===== src/rtl/rv32i_types.sv =====
// Shared rv32i core types: instruction-fetch FSM states, the canonical NOP and
// a PC increment helper.
package rv32i_types;

  typedef enum logic [1:0] {
    FETCH = 2'd0,
    HOLD  = 2'd1,
    DRAIN = 2'd2
  } if_state_t;

  localparam logic [31:0] RV32I_NOP = 32'h0000_0013;

  // Sequential PC step; wraps modulo 2^32
  function automatic logic [31:0] pc_next_seq(input logic [31:0] pc);
    return pc + 32'd4;
  endfunction

endpackage


===== src/rtl/instruction_fetch.sv =====
// rv32i fetch stage: PC, I-cache request, hold buffer and redirect draining.
// Optional IF_PERF_EN adds saturating fetch/stall counters.
module instruction_fetch
  import rv32i_types::*;
#(
  parameter logic [31:0] RESET_PC = 32'h0000_0060
) (
  input  logic        clk,
  input  logic        rst,
  input  logic        MA_stall,
  input  logic        pc_redirect,
  input  logic [31:0] redirect_target,
  input  logic        icache_resp,
  input  logic [31:0] icache_rdata,
  output logic        icache_read,
  output logic [31:0] icache_address,
  output logic [31:0] PC_out,
  output logic [31:0] instruction_out,
`ifdef IF_PERF_EN
  output logic [31:0] perf_fetch_count,
  output logic [31:0] perf_stall_count,
`endif
  output logic        IF_stall
);

  if_state_t   state_q, state_d;
  logic [31:0] pc_q, pc_d;
  logic [31:0] hold_q, hold_d;
  logic [31:0] tgt_q, tgt_d;
  logic [31:0] pc_out_q, pc_out_d;
  logic [31:0] instr_q, instr_d;
  logic        accept;
  logic        redirect;
  logic [31:0] target;

  assign redirect = pc_redirect && !MA_stall;
  assign target   = redirect_target & 32'hFFFF_FFFC;

  assign icache_read     = (state_q == FETCH || state_q == DRAIN) && !rst;
  assign icache_address  = pc_q;
  assign IF_stall        = ((state_q == FETCH || state_q == DRAIN) && !icache_resp)
                           || (state_q == DRAIN);
  assign PC_out          = pc_out_q;
  assign instruction_out = instr_q;

  always_comb begin
    state_d  = state_q;
    pc_d     = pc_q;
    hold_d   = hold_q;
    tgt_d    = tgt_q;
    pc_out_d = pc_out_q;
    instr_d  = instr_q;
    accept   = 1'b0;
    if (redirect) begin
      pc_out_d = 32'h0;
      instr_d  = RV32I_NOP;
    end
    case (state_q)
      FETCH: begin
        if (redirect) begin
          if (icache_resp) begin
            pc_d = target;
          end else begin
            tgt_d   = target;
            state_d = DRAIN;
          end
        end else if (icache_resp) begin
          if (!MA_stall) begin
            pc_out_d = pc_q;
            instr_d  = icache_rdata;
            pc_d     = pc_next_seq(pc_q);
            accept   = 1'b1;
          end else begin
            hold_d  = icache_rdata;
            state_d = HOLD;
          end
        end
      end
      HOLD: begin
        if (redirect) begin
          pc_d    = target;
          state_d = FETCH;
        end else if (!MA_stall) begin
          pc_out_d = pc_q;
          instr_d  = hold_q;
          pc_d     = pc_next_seq(pc_q);
          accept   = 1'b1;
          state_d  = FETCH;
        end
      end
      DRAIN: begin
        // A newer redirect replaces the pending target; the in-flight word is discarded.
        if (redirect) tgt_d = target;
        if (icache_resp) begin
          pc_d    = redirect ? target : tgt_q;
          state_d = FETCH;
        end
      end
      default: state_d = FETCH;
    endcase
  end

  always_ff @(posedge clk) begin
    if (rst) begin
      state_q  <= FETCH;
      pc_q     <= RESET_PC;
      hold_q   <= 32'h0;
      tgt_q    <= 32'h0;
      pc_out_q <= 32'h0;
      instr_q  <= RV32I_NOP;
    end else begin
      state_q  <= state_d;
      pc_q     <= pc_d;
      hold_q   <= hold_d;
      tgt_q    <= tgt_d;
      pc_out_q <= pc_out_d;
      instr_q  <= instr_d;
    end
  end

`ifdef IF_PERF_EN
  logic [31:0] fetch_cnt_q, fetch_cnt_d;
  logic [31:0] stall_cnt_q, stall_cnt_d;

  always_comb begin
    fetch_cnt_d = fetch_cnt_q;
    stall_cnt_d = stall_cnt_q;
    if (accept && fetch_cnt_q != 32'hFFFF_FFFF) fetch_cnt_d = fetch_cnt_q + 32'd1;
    if (IF_stall && stall_cnt_q != 32'hFFFF_FFFF) stall_cnt_d = stall_cnt_q + 32'd1;
  end

  always_ff @(posedge clk) begin
    if (rst) begin
      fetch_cnt_q <= 32'h0;
      stall_cnt_q <= 32'h0;
    end else begin
      fetch_cnt_q <= fetch_cnt_d;
      stall_cnt_q <= stall_cnt_d;
    end
  end

  assign perf_fetch_count = fetch_cnt_q;
  assign perf_stall_count = stall_cnt_q;
`else
  logic unused_accept;
  assign unused_accept = accept;
`endif

endmodule


===== config.mk =====
export PLATFORM = sky130hd
export DESIGN_NAME = instruction_fetch
export DESIGN_NICKNAME = d
export VERILOG_FILES = /design/src/rtl/rv32i_types.sv /design/src/rtl/instruction_fetch.sv
export SDC_FILE = /design/constraint.sdc
export NUM_CORES = 1
export LEC_CHECK = 0
export BUFFER_PORTS_ARGS = -buffer_cell sky130_fd_sc_hd__buf_2
export CORE_ASPECT_RATIO = 0.8
export CORE_UTILIZATION = 54
export DETAILED_ROUTE_END_ITERATION = 8
export GPL_TIMING_DRIVEN = 0
export PLACE_DENSITY = 0.8
export SLEW_MARGIN = 25
export SYNTH_ARGS = -nofsm -noshare
export SYNTH_HDL_FRONTEND = slang
export SYNTH_SLANG_ARGS = --single-unit

===== constraint.sdc =====
create_clock -name clk -period 2.5 [get_ports clk]
set_input_delay 0.375 -clock clk [delete_from_list [all_inputs] [get_ports clk]]
set_output_delay 0.375 -clock clk [all_outputs]
set_load 0.005 [all_outputs]

After elaboration in Yosys (flattened, before gate mapping)

Cells that the tools add are included.
W data, S select, Z words.

$add $sub $neg: 1
Multiplexer cells: 32
$mul: 0
Reduce and logical (&&, ||, !) cells: 15
Shift operators: 0
Divide/modulo/power cells: 0
Order comparisons: 0
Bitwise gates (word level): 1
Equality and inequality tests: 10

Operators with widths:

| kind                    | count |
|---|---|
| $mux W32                | 20 |
| $pmux W32 S2            | 3 |
| $pmux W32 S3            | 1 |
| $add A32 B3 Y32 const B | 1 |
| $mux W2                 | 7 |
| $ne A3 B3 Y1 const B    | 4 |
| $ne A2 B2 Y1 const B    | 4 |
| $pmux W2 S3             | 1 |
| $reduce_and A3 Y1       | 2 |
| $reduce_and A5 Y1       | 1 |
| $reduce_and A4 Y1       | 1 |
| $logic_and A1 B1 Y1     | 3 |
| $logic_not A1 Y1        | 3 |
| $reduce_bool A3 Y1      | 1 |
| $eq A2 B1 Y1 const B    | 1 |
| $eq A2 B2 Y1 const B    | 1 |
| $logic_not A2 Y1        | 1 |
| $logic_or A1 B1 Y1      | 2 |
| $reduce_bool A2 Y1      | 1 |
| $not A1 Y1              | 1 |

Bits in registers: 162
Bits in read-only memories: 0
Output and inout bits: 98
Bits of input ports: 69
Memories: 0
Latch bits: 0
RAM bits: 0
Logic and storage cells: 65

Longest topological paths before layout

Gate-level depths: netlist (run 1).

Depth after elaboration: 7
Mapped depth: 8
Mapped depth without buffers: 6

Worst setup path after synthesis (run 1)

Ideal clock, no wire load.

Path kind: reg-to-reg
Start point: register pc_q[8], in the netlist icache_address[8]
End point: register pc_q[31], in the netlist icache_address[31]
Period minus slack after synthesis: 2.244 ns
Path slack: 0.256 ns
Arrival: 2.170 ns
Stages on the path, launching flop included: 7
Data required time: 2.426 ns
Cells stage by stage: dfxtp_1 -> buf_2 -> nand4_4 -> nor4_4 -> or4b_4 -> or4_1 -> a31oi_1

Word-level cells in the longest chain between the ends: 5
Elaborated cells between the ends (all ways): 6

RTL lines:

| what                   | RTL line                                         | source |
|---|---|---|
| start, declared        | instruction_fetch.sv:27                          | `logic [31:0] pc_q, pc_d;` |
| start signal, assigned | instruction_fetch.sv:113                         | `pc_q <= pc_d;` |
| $add A32 B3 Y32 *      | rv32i_types.sv:15                                | `return pc + 32'd4;` |
| $mux W32 *             | instruction_fetch.sv:68, instruction_fetch.sv:83 |  |
| $mux W32               | instruction_fetch.sv:67                          | `end else if (icache_resp) begin` |
| $mux W32               | instruction_fetch.sv:60                          | `if (redirect) begin` |
| $pmux W32 S3 *         | instruction_fetch.sv:58                          | `case (state_q)` |

Mark *: on every way between the ends. The rest lies on a longest branch, timed or not. The select of a mux whose other input is x is not followed.
A chain may end at the register's enable or synchronous reset.

Final worst setup path (run 1)

Start point: input rst
End point: output icache_read

Word-level cells in the longest chain between the ends: 2

RTL lines:

| what                | RTL line                | source |
|---|---|---|
| start, declared     | instruction_fetch.sv:9  | `input logic rst,` |
| $logic_not A1 Y1    | instruction_fetch.sv:39 | `assign icache_read = (state_q == FETCH \|\| state_q == DRAIN) && !rst;` |
| $logic_and A1 B1 Y1 | instruction_fetch.sv:39 |  |
| end, declared       | instruction_fetch.sv:15 | `output logic icache_read,` |

No other way between the ends.

==> results of run 1 <==
-- placed cells by master, fill, tap and decap left out, types with 6 or more instances in the layout --
cell type | synthesis | routed
buf_2 | 4 | 167
nor3_1 | 16 | 16
o21ai_0 | 20 | 20
a22oi_1 | 61 | 61
inv_1 | 10 | 10
nand2b_1 | 8 | 8
a2bb2oi_1 | 29 | 29
nand4_1 | 6 | 6
a31oi_1 | 11 | 11
nand3_1 | 19 | 19
clkbuf_1 | 69 | 57
nor2_1 | 84 | 83
clkbuf_16 | 0 | 17
dfxtp_1 | 162 | 161
clkbuf_2 | 0 | 14
nand2_1 | 161 | 160
a22o_1 | 6 | 6
nor4_1 | 9 | 9
a21oi_1 | 90 | 90
-- metrics by stage --
step	setup WS [ns]	power, W	hold WS [ns]	TNS (ns)
2_1_floorplan	0.256	0.00318	0.432	0
3_3_place_gp	-0.341	0.00346	0.441	-13.70
3_5_place_dp	-0.383	0.00347	0.443	-13.36
4_1_cts	0.0137	0.00605	0.193	0
5_1_grt	-0.00565	0.00627	0.194	-0.00565
6_report	0.0358	0.00610	0.196	0
-- cell type report --
cell class	instances	share of cell area
flip-flops and latches	162	0.369
multi-input cells	622	0.404
clock buffers	20	0.0520
clock inverters	11	0.0148
inverters	10	0.00427
well taps	175	0.0249
repair buffers	165	0.0945
plain buffers	78	0.0359
-- repair_timing --
action	4_1_cts	5_1_grt
buffers inserted	1	1
gates resized for setup	8	20
setup endpoints to repair	28	58
pin swaps	1	0
-- how the worst max path moves through the flow --
stage | from | to | slack, ns | depth (start not counted)
6_report | rst | icache_read | 0.04 | 6
3_3_place_gp | state_q[1] | icache_address[21] | -0.34 | 8
4_1_cts | state_q[1] | icache_address[15] | 0.01 | 8
2_1_floorplan | icache_address[8] | icache_address[31] | 0.26 | 6
3_5_place_dp | state_q[1] | icache_address[17] | -0.38 | 8
5_1_grt | state_q[1] | icache_address[17] | -0.006 | 8
-- worst max-delay path: cells and delay by family --
kind,cells,cell delay (ns)
buf+inv,5,1.64
simple gates,1,0.07
-- routing by layer --
| layer | GRT usage | share of wire | wire length [um] | up-vias |
|---|---|---|---|---|
| met5 | 0 | 0 | 0 | - |
| met4 | 0.135 | 0.034 | 819 | 0 |
| met3 | 0.0901 | 0.12 | 2870 | 84 |
| met2 | 0.529 | 0.43 | 10500 | 538 |
| met1 | 0.502 | 0.42 | 10100 | 3643 |
| li1 | - | - | - | 3519 |
-- power by group --
part           total (W)  leakage, nW  internal [W]  switching [W]
combinational   0.000696         1.90      0.000247       0.000449
sequential       0.00276         1.32       0.00268      0.0000840
clock            0.00264        0.275       0.00153        0.00111
-- flip-flops by register name, indices dropped and copies added (netlist names) --
name,flops
tgt_q,32
hold_q,32
PC_out,32
instruction_out,32
state_q,2
icache_address,32
-- cell families (layout without fill, tap and decap cells) --
logic type / Yosys count / count (layout) / synth area share
buffers and inverters: 88 / 284 / 0.0472
adders and majority gates: 1 / 1 / 0.00176
muxes: 3 / 3 / 0.00423
and+or+nand+nor: 342 / 342 / 0.225
xor gates and xnor gates: 4 / 4 / 0.00493
AOI/OAI and AO/OA: 272 / 272 / 0.260
DFF: 162 / 162 / 0.457
==> impl_results.md, run 1 <==
- Status: complete, but fails checks
- Failing checks: DRC
- Worst path cell trace: buf_2, clkbuf_1, clkbuf_1, clkbuf_2, nor2_1, buf_2
- Synth top area cells: dfxtp_1, nand2_1, a22oi_1, a21oi_1, nor2_1
- Post-Layout Cell Count: 1243
- Synth Register Bits: 162
- Clk_skew: 0.00892 ns
- Number of max-cap violations: 0
- Multi-input logic area: 3550 um2
- Critical R2R Capture: icache_address[30]
- Via-to-Cell Ratio: 6.26
- Cell with the most instances after synthesis: dfxtp_1
- Synth top cells by count: dfxtp_1, nand2_1, a21oi_1, nor2_1, clkbuf_1
- H-tree depth: 4
- Mapped Cells: 872
- Hold path cells: 3
- Post-CTS Hold Buffers: 0
- ANT cells: 0
- WP data required: 2.12 ns
- Final setup violation count: 0
- Post-route cell area: 8790 um2
- Rel. slew slack: 0.486
- Routed Wire Length: 24300 um
- CP arrival: 2.09 ns
- Clock buffer depth: 2
- Dominant cell type by area after synthesis: dfxtp_1
- Core area: 12800 um2
- Measured slew at the worst slew-check pin: 0.770 ns
- Post-synth EDFFs: 0
- Worst-Skew Late Latency: 0.43 ns
- Number of port buffers: 163
- FF+latch area: 3240 um2
- Final Hold Viols: 0
- ANT nets after route: 0
- DIE HEIGHT: 105 um
- Crit path max fanout: 10
- GRT Util Overall: 0.359
- Final period utilization: 0.986
- Slowest stage delay, CP: 0.56 ns
- Syn Std Cell Area: 7100 um2
- Flop-to-flop setup slack: 0.05 ns
- R2R cell count: 6
- Cell variety after synth: 65
- Ys async rst share: 0
- CP max-delay cell: clkbuf_1
- 1st-pass router iterations: 9
- Placed cells: 1210
- First DRT Iteration DRCs: 1114
- Max VDD drop: 0.558 mV
- Top Ports: 167
- Synth warnings: 0
- Syn_nets: 942
- Leakage Power: 3.49 nW
- # rows: 37
- Synthesis-to-layout area growth: 23.7%
- First-pass GRT wire length: 37400 um
- Layout cells sized above 1: 0.215
- Fin util: 0.685
- Vias: 7784
- DIE WIDTH: 130 um
- Synth top area share: 0.457
- GPL Wtd Cong: 0.989
- DP Area: 8140 um2
- HP Start: redirect_target[13]
- Global route total overflow: 0
- Hold Crit Class: in -> reg
- CTS clk-pin slew, worst paths: 0.07 ns
- Hold Path End: tgt_q[13]
- Fill cell count: 1073
- Remaining DRCs: 1
- Drt wl/cell: 19.6 um
- Top FF cell, synth: dfxtp_1
- Vias in the first global route: 7051
- Setup CP Type: in -> out
- Die area: 13600 um2
- Fmax achieved: 406 MHz
- Clock sink count: 162
- Initial antenna violation count: 0
- Starting Density: 0.554
- Largest net degree at the start of global routing: 17
- Worst r2r src: icache_address[15]
- CTS buffer count: 17
- Post-DP HPWL: 16600 um
- Slew Limit Fails: 0
- CP Capture Type: output port
- Fin nets: 1126
- Fin crit period: 2.46 ns
- Setup crit start kind: input port
- CTS tree: done
- Sequential fraction of the synthesis area: 0.457
- Root buf cell: clkbuf_16
- Power Dens Cells: 694 nW/um2
- Mean Syn Cell Area: 8.14 um2
Power figures use the tool's default switching activity.
==> run 2: changes to the inputs <==
--- a/config.mk
+++ b/config.mk
@@ -5,13 +5,13 @@
 export SDC_FILE = /design/constraint.sdc
 export NUM_CORES = 1
 export LEC_CHECK = 0
+export ABC_AREA = 1
 export BUFFER_PORTS_ARGS = -buffer_cell sky130_fd_sc_hd__buf_2
 export CORE_ASPECT_RATIO = 0.8
-export CORE_UTILIZATION = 54
+export CORE_UTILIZATION = 55
 export DETAILED_ROUTE_END_ITERATION = 8
 export GPL_TIMING_DRIVEN = 0
 export PLACE_DENSITY = 0.8
-export SLEW_MARGIN = 25
 export SYNTH_ARGS = -nofsm -noshare
 export SYNTH_HDL_FRONTEND = slang
 export SYNTH_SLANG_ARGS = --single-unit
==> run 2 against run 1 <==
  * The run now ends clean
  * Sequential cell count stayed put
  * Cell count grew 29%
  * Clock power rose by 6%
  * Fmax grew 7.6%
  * Synthesized area increased by 12%
  * Utilization is 0.91 points higher
  * Wire length rose by 8.5%
  * Critical path type is now reg -> out
  * Critical endpoint is now IF_stall
  * Largest power group unchanged
==> impl_results.md, run 2 <==
- Clock buffer depth: 2 (unchanged)
- Hold Crit Class: in -> reg (unchanged)
- Syn Std Cell Area: 7990 um2 (was 7100 um2)
- Post-DP HPWL: 19100 um (was 16600 um)
- Routed Wire Length: 26400 um (was 24300 um)
- Synth top area cells: dfxtp_1, nand2_1, a21oi_1, o21ai_0, inv_1 (was dfxtp_1, nand2_1, a22oi_1, a21oi_1, nor2_1)
- Fill cell count: 1233 (was 1073)
- Via-to-Cell Ratio: 5.72 (was 6.26)
- Layout cells sized above 1: 0.176 (was 0.215)
- Mean Syn Cell Area: 6.51 um2 (was 8.14 um2)
- RSZ-0062 raised after global routing: false
- Core area: 13900 um2 (was 12800 um2)
- CTS-repair resized insts: 0 (was 8)
- Placed cells: 1569 (was 1210)
- Vias in the first global route: 8007 (was 7051)
- Drt wl/cell: 16.5 um (was 19.6 um)
- CP Buf/Inv Count: 4 (was 5)
- Crit-path most repeated cell: buf_2
- Global route total overflow: 0 (unchanged)
- R2R cell count: 12 (was 6)
- # rows: 38 (was 37)
- Post-Layout Cell Count: 1599 (was 1243)
- Vias: 9143 (was 7784)
- Sequential fraction of the synthesis area: 0.406 (was 0.457)
- Root buf cell: clkbuf_16 (unchanged)
- Critical R2R Capture: icache_address[28] (was icache_address[30])
- Slowest stage delay, CP: 0.42 ns (was 0.56 ns)
- Dominant cell type by area after synthesis: dfxtp_1 (unchanged)
- CTS tree: done (unchanged)
- Slew Limit Fails: 0 (unchanged)
- Setup crit start kind: register (was input port)
- Power Dens Cells: 678 nW/um2 (was 694 nW/um2)
- Syn_nets: 1296 (was 942)
- Cell variety after synth: 34 (was 65)
- First-pass GRT wire length: 40800 um (was 37400 um)
- Met3 usage: 0.0908 (was 0.0901)
- Worst setup path start: state_q[0] (was rst)
- Tot Pwr: 0.00653 W (was 0.00610 W)
- Flop-to-flop setup slack: 0.35 ns (was 0.05 ns)
- Top Ports: 167 (unchanged)
- Top FF cell, synth: dfxtp_1 (unchanged)
- H-tree depth: 4 (unchanged)
- Number of max-cap violations: 0 (unchanged)
- Family with the most delay on the worst path: buffers and inverters (unchanged)
- Measured slew at the worst slew-check pin: 0.646 ns (was 0.770 ns)
- DIE WIDTH: 137 um (was 130 um)
- Remaining DRCs: 0 (was 1)
- GPL Wtd Cong: 0.977 (was 0.989)
- Synth top area share: 0.406 (was 0.457)
- GR peak layer: met1 (was met2)
- Leakage Power: 4.12 nW (was 3.49 nW)
- Setup CP Type: reg -> out (was in -> out)
- CP max-delay cell: buf_2 (was clkbuf_1)
- CTS clk-pin slew, worst paths: 0.07 ns (about the same)
- Multi-input logic area: 4020 um2 (was 3550 um2)
- CP endpoint: IF_stall (was icache_read)
- Max VDD drop: 0.558 mV (about the same)
- WP data required: 2.12 ns (about the same)
- Fmax achieved: 437 MHz (was 406 MHz)
- ANT cells: 0 (unchanged)
- Synthesis-to-layout area growth: 20.7% (was 23.7%)
- Largest net degree at the start of global routing: 20 (was 17)
- Clk_skew: 0.0152 ns (was 0.00892 ns)
- Crit path max fanout: 19 (was 10)
- Rel. slew slack: 0.569 (was 0.486)
- Fin crit period: 2.29 ns (was 2.46 ns)
- Most common cell after layout, fill and taps aside: nand2_1 (was buf_2)
- Number of port buffers: 163 (unchanged)
- 1st-pass router iterations: 6 (was 9)
- WP depth: 6 (unchanged)
- GRT Util Overall: 0.355 (was 0.359)
- CP Capture Type: output port (unchanged)
- Worst path cell trace: buf_2, inv_1, nand2_1, buf_2, nand2_1, buf_2 (was buf_2, clkbuf_1, clkbuf_1, clkbuf_2, nor2_1, buf_2)
- Most frequent cells in the layout: nand2_1, buf_2, a21oi_1 (was buf_2, dfxtp_1, nand2_1)
- Die area: 15000 um2 (was 13600 um2)
- Synth top cells by count: nand2_1, a21oi_1, dfxtp_1, o21ai_0, inv_1 (was dfxtp_1, nand2_1, a21oi_1, nor2_1, clkbuf_1)
- FF+latch area: 3240 um2 (about the same)
- Fin nets: 1477 (was 1126)
- Cell with the most instances after synthesis: nand2_1 (was dfxtp_1)
- Post-synth EDFFs: 0 (unchanged)
- CTS buffer count: 17 (unchanged)
- Met2 GRT Util: 0.509 (was 0.529)
- Clock sink count: 162 (unchanged)
- CP arrival: 1.92 ns (was 2.09 ns)
- Final setup violation count: 0 (unchanged)
- Initial antenna violation count: 0 (unchanged)
- Synth warnings: 0 (unchanged)
- Fin util: 0.694 (was 0.685)
- Post-CTS Setup Inserts: 0 (was 1)
- DIE HEIGHT: 110 um (was 105 um)
- Worst r2r src: icache_address[2] (was icache_address[15])
- Final Hold Viols: 0 (unchanged)
- Mapped Cells: 1226 (was 872)
- Status: complete, no violations (was complete, but fails checks)
- Ys async rst share: 0 (unchanged)
- Final period utilization: 0.916 (was 0.986)
- Starting Density: 0.575 (was 0.554)
- First DRT Iteration DRCs: 1048 (was 1114)
- Synth Register Bits: 162 (unchanged)
- Final hold slack: 0.193 ns (was 0.196 ns)
- Met1 usage: 0.511 (was 0.502)
- Worst-Skew Late Latency: 0.44 ns (was 0.43 ns)
- ANT nets after route: 0 (unchanged)
- Setup TNS: 0 ns (unchanged)
-- run 2: cell types whose count changed after synthesis, sizes merged, moves of 8 or more --
cell / before / now
nor4: 10 / 0
o21ai: 21 / 102
a22oi: 61 / 1
clkbuf: 69 / 33
buf: 9 / 43
nor3: 16 / 2
a2bb2oi: 29 / 0
nand2b: 8 / 0
nand2: 161 / 409
a21oi: 90 / 198
nand3: 20 / 31
o22ai: 1 / 27
inv: 10 / 96
-- run 2: final cells by class --
cell class	count	share of cell area
Buffer	75	0.0365
Clock buffer	17	0.0441
Clock inverter	14	0.0200
Inverter	96	0.0376
Multi-Input combinational cell	892	0.417
Sequential cell	162	0.336
Tap cell	180	0.0234
Timing Repair Buffer	163	0.0846
-- run 2: layer usage --
layer / share of wire / wire length (um)
met1: 0.43 / 11500
met2: 0.41 / 10900
met3: 0.13 / 3500
met4: 0.021 / 562
met5: 0 / 0
-- run 2: stage by stage --
stage	worst slack, ns	instance area, um2
detailed placement	0.381	9030
floorplan	0.895	7990
CTS	0.253	9640
global route	0.117	9640
finish	0.209	9640
global placement	0.355	9030
-- run 2: power by group --
part           internal, W  switching, W
Combinational     0.000309      0.000560
Clock              0.00160       0.00119
Sequential         0.00273      0.000144
Total              0.00463       0.00190
-- run 2: worst min-delay path by stage --
stage                           startpoint          to  slack, ns  cells after the start
after floorplan                 hold_q[10]  hold_q[10]       0.43                      2
final                     icache_rdata[26]  hold_q[26]       0.19                      3
after global routing      icache_rdata[26]  hold_q[26]       0.20                      3
after CTS                 icache_rdata[26]  hold_q[26]       0.19                      3
after detailed placement        hold_q[18]  hold_q[18]       0.45                      2
after global placement           hold_q[5]   hold_q[5]       0.44                      2
-- run 2: cell families (layout without fill, tap and decap cells) --
family | Yosys count | after routing | synth area share
AO/OA/AOI/OAI | 351 | 351 | 0.230
buffers and inverters | 172 | 365 | 0.0899
AND/OR/NAND/NOR | 534 | 534 | 0.266
flip-flops | 162 | 162 | 0.406
adder cells (fa/ha/maj) | 1 | 1 | 0.00157
XOR/XNOR | 6 | 6 | 0.00658
-- run 2: tightest hold or removal path, stage by stage --
cell and delay [ns]:
buf_2 0.09, nor2_1 0.04, nor2_1 0.09
-- run 2: what timing repair did --
| item | 4_1_cts | 5_1_grt |
|---|---|---|
| hold buffers | 0 | 0 |
| setup endpoints to repair | 1 | 0 |
| hold endpoints to repair | 0 | 0 |
==> run 3: changes to the inputs <==
--- a/config.mk
+++ b/config.mk
@@ -5,10 +5,9 @@
 export SDC_FILE = /design/constraint.sdc
 export NUM_CORES = 1
 export LEC_CHECK = 0
-export ABC_AREA = 1
 export BUFFER_PORTS_ARGS = -buffer_cell sky130_fd_sc_hd__buf_2
 export CORE_ASPECT_RATIO = 0.8
-export CORE_UTILIZATION = 55
+export CORE_UTILIZATION = 54
 export DETAILED_ROUTE_END_ITERATION = 8
 export GPL_TIMING_DRIVEN = 0
 export PLACE_DENSITY = 0.8
==> run 3 against run 2 <==
  * The flow now finishes with violations (DRC)
  * Utilization fell by 0.96 points
  * Critical endpoint is now icache_address[10]
  * Total power shrank 7.4%
  * Via count down 15%
  * Global-route usage grew 0.14 points
  * Non-clock buffer count grew 3
  * Critical path type is now in -> reg
  * Sequential power is 4% lower
  * Worst hold slack got worse by 0.0053 ns
  * Highest routed layer unchanged
==> impl_results.md, run 3 (synthesis results as in run 1) <==
- CP arrival: 2.78 ns (was 1.92 ns)
- Setup crit start kind: input port (was register)
- Post-Layout Cell Count: 1241 (was 1599)
- Setup CP Type: in -> reg (was reg -> out)
- CTS tree: done (unchanged)
- 1st-pass router iterations: 9 (was 6)
- Most common cell after layout, fill and taps aside: buf_2 (was nand2_1)
- Initial antenna violation count: 0 (unchanged)
- Part of the power in combinational logic: 0.115 (was 0.133)
- Met2 GRT Util: 0.514 (was 0.509)
- Crit path max fanout: 10 (was 19)
- Fin crit period: 2.45 ns (was 2.29 ns)
- CTS clk-pin slew, worst paths: 0.07 ns (about the same)
- # rows: 37 (was 38)
- Final Hold Viols: 0 (unchanged)
- DP Area: 8140 um2 (was 9030 um2)
- Vias: 7733 (was 9143)
- Post-DP HPWL: 16600 um (was 19100 um)
- Global route total overflow: 0 (unchanged)
- Fmax achieved: 407 MHz (was 437 MHz)
- Measured slew at the worst slew-check pin: 0.762 ns (was 0.646 ns)
- Most frequent cells in the layout: buf_2, dfxtp_1, nand2_1 (was nand2_1, buf_2, a21oi_1)
- CTS buffer count: 17 (unchanged)
- Leakage Power: 3.49 nW (was 4.12 nW)
- First-pass GRT wire length: 37100 um (was 40800 um)
- Clock power share: 0.429 (was 0.427)
- Flop pwr share: 0.456 (was 0.440)
- Slew Limit Fails: 0 (unchanged)
- Core area: 12800 um2 (was 13900 um2)
- Fin nets: 1124 (was 1477)
- Flop-to-flop setup slack: 0.05 ns (was 0.35 ns)
- Via-to-Cell Ratio: 6.23 (was 5.72)
- GPL Wtd Cong: 0.989 (was 0.977)
- Post-route cell area: 8780 um2 (was 9640 um2)
- Max VDD drop: 0.534 mV (was 0.558 mV)
- WP data required: 2.83 ns (was 2.12 ns)
- Failing checks: DRC
- Number of max-cap violations: 0 (unchanged)
- Top Ports: 167 (unchanged)
- GRT Util Overall: 0.356 (was 0.355)
- First DRT Iteration DRCs: 966 (was 1048)
- Starting Density: 0.554 (was 0.575)
- Final period utilization: 0.982 (was 0.916)
- Vias in the first global route: 6956 (was 8007)
- Placed cells: 1210 (was 1569)
- Die area: 13600 um2 (was 15000 um2)
- Status: complete, but fails checks (was complete, no violations)
- Drt wl/cell: 19.3 um (was 16.5 um)
- Met1 usage: 0.503 (was 0.511)
- Rel. slew slack: 0.492 (was 0.569)
- Largest net degree at the start of global routing: 17 (was 20)
- Hold Crit Class: in -> reg (unchanged)
- CP Capture Type: register (was output port)
- Clock sink count: 162 (unchanged)
- Switching part of the total: 0.271 (was 0.291)
- Worst setup margin: 0.0459 ns (was 0.209 ns)
- Remaining DRCs: 2 (was 0)
- Clock buffer depth: 2 (unchanged)
- Power Internal: 0.00441 W (was 0.00463 W)
- Synthesis-to-layout area growth: 23.6% (was 20.7%)
- Fin util: 0.685 (was 0.694)
- Sw power: 0.00164 W (was 0.00190 W)
- DIE HEIGHT: 105 um (was 110 um)
- H-tree depth: 4 (unchanged)
- Power Dens Cells: 689 nW/um2 (was 678 nW/um2)
- Clk_skew: 0.0111 ns (was 0.0152 ns)
- Final setup violation count: 0 (unchanged)
- Post-CTS Hold Buffers: 0 (unchanged)
- Routed Wire Length: 23900 um (was 26400 um)
- ANT cells: 0 (unchanged)
- Number of port buffers: 163 (unchanged)
- ANT nets after route: 0 (unchanged)
- DIE WIDTH: 130 um (was 137 um)
- Place WS: -0.390 ns (was 0.381 ns)
- Layout cells sized above 1: 0.215 (was 0.176)
- GR peak layer: met2 (was met1)
- Root buf cell: clkbuf_16 (unchanged)
- Met3 usage: 0.0993 (was 0.0908)
- Worst-Skew Late Latency: 0.43 ns (was 0.44 ns)
run 3: cell count changes in the layout (fill, tap and decap cells not counted), sizes merged, moves of 26 or more:
cell     delta
o21ai      -81
buf        -33
a22oi      +60
a21oi     -108
clkbuf     +41
nand2     -248
inv        -90
a2bb2oi    +29
o22ai      -26
run 3: final timing paths:
check                                  startpoint            endpoint  cells past startpoint
worst max register to register  icache_address[3]  icache_address[31]                      5
worst min register to register          tgt_q[29]           tgt_q[29]                      2
worst min-delay path             icache_rdata[27]          hold_q[27]                      3
worst max-delay path                     MA_stall  icache_address[10]                      7
run 3: what timing repair did:
action / 4_1_cts / 5_1_grt
endpoints found under the setup margin: 46 / 59
resized for setup: 9 / 21
setup buffers: 1 / 0
pin swaps: 1 / 0
run 3: power groups by stage:
stage	Sequential (W)	Clock [W]	Combinational, W
6_report	0.00276	0.00259	0.000694
5_1_grt	0.00277	0.00270	0.000747
4_1_cts	0.00276	0.00258	0.000666
3_5_place_dp	0.00281	0	0.000657
3_3_place_gp	0.00281	0	0.000646
2_1_floorplan	0.00280	0	0.000380
run 3: metal layers:
metal  part of all wire  vias up
met5                  0        -
met4              0.030        0
met3               0.12       70
met2               0.43      529
met1               0.42     3616
li1                   -     3518
run 3: area by class of cell:
type | count | area [um2]
flip-flops and latches | 162 | 3240
plain buffers | 77 | 312
clock inverters | 9 | 97.6
repair buffers | 164 | 823
multi-input cells | 622 | 3560
clock buffers | 22 | 484
fillers | 1103 | 4040
inverters | 10 | 37.5
well taps | 175 | 219
run 3: metrics by stage:
step | power, W | hold WS (ns) | TNS (ns)
after floorplan | 0.00318 | 0.432 | 0
after detailed placement | 0.00347 | 0.444 | -17.20
after CTS | 0.00600 | 0.192 | 0
final | 0.00605 | 0.188 | 0
after global routing | 0.00622 | 0.194 | -0.0104
after global placement | 0.00346 | 0.441 | -13.70
run 3: worst max-delay path, cell delays in order:
cell,delay (ns)
clkbuf_1,0.19
nor2b_1,0.15
clkbuf_1,0.49
clkbuf_1,0.58
buf_1,0.53
nand2_1,0.12
a311oi_1,0.33
